<file path="config.mk">
export PLATFORM = sky130hd
export DESIGN_NAME = serial_adder
export DESIGN_NICKNAME = d
export VERILOG_FILES = /design/src/rtl/serial_adder_pkg.sv /design/src/rtl/fullAdder.sv /design/src/rtl/serial_adder.sv
export SDC_FILE = /design/constraint.sdc
export NUM_CORES = 1
export LEC_CHECK = 0
export BUFFER_PORTS_ARGS = -buffer_cell sky130_fd_sc_hd__buf_4
export CAP_MARGIN = 20
export CORE_UTILIZATION = 50
export DETAILED_ROUTE_END_ITERATION = 8
export PLACE_DENSITY = 0.75
export SKIP_CTS_REPAIR_TIMING = 1
export SLEW_MARGIN = 20
export SYNTH_ARGS = -nofsm -noshare
export SYNTH_HDL_FRONTEND = slang
export SYNTH_SLANG_ARGS = --single-unit
</file>
<file path="constraint.sdc">
create_clock -name clk -period 1.5 [get_ports clk]
set_clock_uncertainty 0.1 [all_clocks]
set_input_delay 0.3 -clock clk [delete_from_list [all_inputs] [get_ports clk]]
set_output_delay 0.3 -clock clk [all_outputs]
set_load 0.05 [all_outputs]
</file>
<file path="src/rtl/serial_adder_pkg.sv">
// Shared definitions for the bit-serial adder: FSM encodings and the timing floor
// set by the fullAdder cell's combinational path.
package serial_adder_pkg;

    localparam logic [1:0] IDLE = 2'd0;
    localparam logic [1:0] ADD  = 2'd1;
    localparam logic [1:0] DONE = 2'd2;

    // Two XOR stages of 50 units each, with margin for clock-to-q and setup.
    localparam int SERIAL_ADDER_MIN_PERIOD = 200;

    function automatic logic is_last_bit(input int unsigned count, input int unsigned width);
        return count == width - 1;
    endfunction

endpackage

</file>
<file path="src/rtl/fullAdder.sv">
// Single-bit full adder cell; the only arithmetic in the serial adder datapath.
module fullAdder (
    output logic sum,
    output logic carryout,
    input  logic a,
    input  logic b,
    input  logic carryin
);

    logic half_sum;

    assign half_sum = a ^ b;
    assign sum      = half_sum ^ carryin;
    assign carryout = (a & b) | (carryin & half_sum);

endmodule

</file>
<file path="src/rtl/serial_adder.sv">
// Bit-serial WIDTH-bit adder: captures operands, then adds one bit per clock LSB first
// through a single fullAdder, holding the registered result until the next completes.
module serial_adder
    import serial_adder_pkg::*;
#(
    parameter int WIDTH = 8
) (
    input  logic             clk,
    input  logic             rst_n,
    input  logic             start,
    input  logic [WIDTH-1:0] a,
    input  logic [WIDTH-1:0] b,
    input  logic             carryin,
    output logic             ready,
    output logic             done,
    output logic [WIDTH-1:0] sum,
    output logic             carryout,
    output logic             overflow
);

    localparam int CNT_W = (WIDTH > 1) ? $clog2(WIDTH) : 1;

    logic [1:0]       state;
    logic [CNT_W-1:0] count;
    logic             carry_q;
    logic [WIDTH-1:0] op_a;
    logic [WIDTH-1:0] op_b;
    logic [WIDTH-1:0] sum_sr;
    logic [WIDTH-1:0] sum_next;
    logic             fa_sum;
    logic             fa_cout;
    logic             last_bit;

    fullAdder u_fa (
        .sum      (fa_sum),
        .carryout (fa_cout),
        .a        (op_a[0]),
        .b        (op_b[0]),
        .carryin  (carry_q)
    );

    assign sum_next = {fa_sum, sum_sr[WIDTH-1:1]};
    assign last_bit = is_last_bit(32'(count), 32'(WIDTH));
    assign ready    = (state != ADD);
    assign done     = (state == DONE);

    // NOTE: non-blocking assignments throughout, so every register samples pre-edge values
    // and the shift registers, carry FF and result regs update together without ordering races.
    // The operand/sum shift registers are ordinary flops, so clearing them on reset is cheap.
    always_ff @(posedge clk or negedge rst_n) begin
        if (!rst_n) begin
            state    <= IDLE;
            count    <= '0;
            carry_q  <= 1'b0;
            op_a     <= '0;
            op_b     <= '0;
            sum_sr   <= '0;
            sum      <= '0;
            carryout <= 1'b0;
            overflow <= 1'b0;
        end else begin
            case (state)
                IDLE, DONE: begin
                    if (start) begin
                        op_a    <= a;
                        op_b    <= b;
                        carry_q <= carryin;
                        count   <= '0;
                        state   <= ADD;
                    end else begin
                        state <= IDLE;
                    end
                end
                ADD: begin
                    op_a    <= op_a >> 1;
                    op_b    <= op_b >> 1;
                    sum_sr  <= sum_next;
                    carry_q <= fa_cout;
                    if (last_bit) begin
                        // carry_q here is the carry into the MSB.
                        sum      <= sum_next;
                        carryout <= fa_cout;
                        overflow <= carry_q ^ fa_cout;
                        state    <= DONE;
                    end else begin
                        count <= count + CNT_W'(1);
                    end
                end
                default: state <= IDLE;
            endcase
        end
    end

endmodule

</file>
# Word-level counts from Yosys, hierarchy flattened

Cells that the tools add are included.

Equal/unequal tests: 7
Mux-type cells: 12
$add $sub $neg: 1
Reductions and logical operators: 6
Bitwise operators: 6

Operator list:

| cell                  | number |
|---|---|
| $pmux W8 S2           | 2 |
| $mux W8               | 2 |
| $mux W3               | 2 |
| $ne A2 B2 Y1 const B  | 3 |
| $pmux W3 S2           | 1 |
| $pmux W2 S2           | 1 |
| $reduce_and A2 Y1     | 2 |
| $add A3 B1 Y3 const B | 1 |
| $eq A3 B3 Y1 const B  | 1 |
| $reduce_and A3 Y1     | 1 |
| $xor A1 B1 Y1         | 3 |
| $and A1 B1 Y1         | 2 |
| $eq A2 B1 Y1 const B  | 1 |
| $eq A2 B2 Y1 const B  | 1 |
| $logic_not A2 Y1      | 1 |
| $mux W1               | 2 |
| $mux W2               | 1 |
| $ne A2 B1 Y1 const B  | 1 |
| $pmux W1 S2           | 1 |
| $reduce_bool A2 Y1    | 1 |
| $reduce_or A2 Y1      | 1 |
| $or A1 B1 Y1          | 1 |

Register bits: 40
Logic and storage cells: 41
Output and inout port bits: 12
Bits of input ports: 20

# Logic depth before layout (Yosys ltp)

Depth after elaboration: 4
Depth in mapped cells: 5
Gate-level depth less buffers: 4

# Cells and area by module

Synthesis repeated with hierarchy kept, for this count alone.

Cells, all modules: 137
Area total of the unflattened synthesis: 1969.4 µm²

By module, submodules not included:

| module       | cells each | instances | sequential area each (µm²) | area an instance (µm²) |
|---|---|---|---|---|
| serial_adder | 136        | 1         | 975.9                      | 1949.4 |
| fullAdder    | 1          | 1         | 0.0                        | 20.0 |

# Least setup slack after synthesis

No wires, ideal clock.

Path kind: reg-to-output
Start: register state[0]
End: output port done
Required time: 1.100 ns
Data arrival time: 1.474 ns
Path buffers: 2
Cell stages (with the launch flop): 4
Slack: -0.374 ns
Path through: dfrtp_1 -> buf_4 -> buf_4 -> nor2b_1

Cells in the longest elaborated chain, start to end: 1

Ends and longest elaborated chain:

| element                | RTL line           | source |
|---|---|---|
| start, declared        | serial_adder.sv:23 | `logic [1:0] state;` |
| start signal, assigned | serial_adder.sv:52 | `state <= IDLE;` |
| start signal, assigned | serial_adder.sv:69 | `state <= ADD;` |
| start signal, assigned | serial_adder.sv:71 | `state <= IDLE;` |
| $eq A2 B2 Y1           | serial_adder.sv:45 | `assign done = (state == DONE);` |
| end, declared          | serial_adder.sv:15 | `output logic done,` |

Every way passes these cells.

# Final worst setup path

Ends and elaborated chain as after synthesis.

==> run_results.csv <==
group,metric,value,unit
drt,vias,1246,
floorplanning,initial_core_util,53.0,%
sta,drv_slew,0,
sta,max_freq,644,MHz
critical_path,crit_path_start_kind,"flip-flop",
finish,antenna_cells,0,
finish,final_common_cell,"mux2i_1",
placement,placed_cells,216,
grt,grt_max_degree,40,
synthesis,synth_area_leader_cell,"dfrtp_1",
critical_path,arrival,1.15,ns
pwr,powerDensity,2050,nW/um2
floorplanning,die_area,4190,um2
finish,multi_input_area,967,um2
synthesis,synth_edf_count,0,
finish,fillers,258,
cts,cts_made_buffers,5,
synthesis,ys_async_sr_fraction,100,%
cts,cts.sinks,39,
synthesis,yosys-top-cells-area,"dfrtp_1, mux2i_1, mux2_4",
status,failed_checks,"setup timing",
pwr,power,5190,uW
floorplanning,core_area,3720,um2
cts,clkTransAtPathRegs,0.07,ns
placement,gp_congestion,0.751,
finish,stdcell_count,234,
cts,root_buffer,"clkbuf_8",
cts,cts_buffer_depth,2,
sta,setup-violations-final,5,
status,status,"complete, but fails checks",
grt,grt_overflow,0,
sta,period_minus_slack,1.55,ns
sta,tns,-0.110,ns
sta,setup_slack,-0.0523,ns
drt,drt_wl_total,3640,um
finish,utilization,68.2,%
cts,tritoncts,"built",
placement,place_area,2290,um2
floorplanning,placementRows,22,
grt,grt_pass1_vias,1246,
cts,h-tree-depth,2,
finish,postLayoutCellArea,2530,um2
drt,drtAntennaViolNets,0,
sta,fin_crit_sh,103,%
pwr,leakage,0.00130,uW
finish,final_nets,208,
placement,post-dp-hpwl,2370,um
finish,area_growth_syn_to_layout,28.7,%
critical_path,worst_setup_path_end_kind,"output port",
synthesis,synthCells,137,
cts,insertion_delay,0.29,ns
synthesis,ys.flop_type,"dfrtp_1",
finish,drive_gt1_share,45.7,%
synthesis,syn_area_per_cell,14.4,um2
finish,regArea,977,um2
hold_path,hold_path_class,"in -> reg",
sta,hold_viol,0,
finish,layout.cells.most_common_list,"mux2i_1, buf_4, dfrtp_1",
grt,grtUsageTotal,18.3,%
sta,worst_pin_slew,0.492,ns
synthesis,syn_area,1970,um2
drt,via_per_inst,5.32,
floorplanning,ios,32,
run,maxCapViolCount,0,
synthesis,yosysSeqAreaShare,49.6,%
critical_path,required,1.10,ns
drt,dr.pass1.iters,4,
placement,io_buffer_count,31,
floorplanning,die_w,64.8,um
pwr,vdd_drop_max,1160,uV
grt,antenna_found_initial,0,
synthesis,yosysTopAreaCellShare,49.6,%
critical_path,crit_type,"reg -> out",
grt,grt_first_pass_wirelength,5750,um
synthesis,yosys.cell_types.count,24,
sta,grt_setup_unrepaired,"true",
drt,wire_per_inst,15.6,um
synthesis,syn_nets,160,
synthesis,synth-seq-cells,39,
sta,maxSlewHeadroom,67.2,%
floorplanning,dieHeight,64.8,um
drt,first_iter_violations,84,
critical_path,critPathMaxFanout,7,
drt,remaining_drc_errors,0,
synthesis,ys_warn_count,0,
cell families (layout without fill, tap and decap cells):
logic type                 Yosys count  after routing  share of synthesized area (%)
muxes                               65             65                           35.9
DFF                                 39             39                           49.6
and+or+nand+nor                     11             12                           4.13
buffers and inverters               11             59                           4.70
AOI/OAI and AO/OA                    7              7                           2.99
adders and majority gates            3              3                           2.29
xor gates and xnor gates             1              1                          0.445
worst max-delay path, stage by stage, from the launching register on:
cell and delay (ns):
dfrtp_2 0.45, buf_12 0.15, nor2b_4 0.11, buf_8 0.15
final cells by class:
cell class                 count  share of cell area [%]
timing repair buffer          50                    16.1
sequential                    39                    38.5
tap                           48                    2.37
multi-input combinational     88                    38.2
clock inverter                 2                    1.38
inverter                       1                   0.148
clock buffer                   6                    3.26
where the power goes:
part	internal [uW]	leakage, uW	switching, uW	total (uW)
sequential	1490	0.000492	334	1820
combinational	1250	0.000744	1210	2460
clock	538	0.0000612	364	902
synthesized netlist by cell type, types with 2 or more instances:
cell      count
a311o_1       2
buf_2         2
buf_4         4
buf_6         3
dfrtp_1      39
ha_1          2
mux2_2        9
mux2_4        9
mux2i_1      47
nand2b_1      2
nand3_1       2
nor3b_1       2
o211a_1       2
o21ai_0       2
flip-flops by register name, summed over array words and instances (netlist names):
name	cells
op_a	8
count	3
state	2
carry_q	1
carryout	1
op_b	8
overflow	1
sum	8
sum_sr	7
through the flow:
stage | hold WS (ns) | worst slack [ns]
floorplan | -0.0956 | 0.0103
global placement | 0.192 | 0.00211
detailed placement | 0.199 | -0.0330
CTS | -0.122 | -0.177
global route | 0.196 | -0.0985
finish | 0.197 | -0.0523
routing by layer:
layer	wire length, um	vias up	part of all wire, %	GRT usage (%)
met5	0	-	0	0
met2	1850	31	51	31.3
met4	7	0	0.19	5.00
met1	1620	622	44	21.3
met3	161	2	4.4	7.04
li1	-	591	-	-
path summary, 6_finish.rpt:
check | startpoint | to | slack (ns) | cells past startpoint
worst max-delay path | state[0] | done | -0.05 | 3
worst min-delay path | b[5] | op_b[5] | 0.20 | 3
worst max register to register | count[0] | count[0] | -0.05 | 4
worst min register to register | sum_sr[1] | sum[0] | 0.41 | 1
max in group asynchronous | rst_n | state[0] | 0.51 | 2
min in group asynchronous | rst_n | sum[4] | 0.40 | 2
No activity file was read; power rests on OpenSTA's default activity.
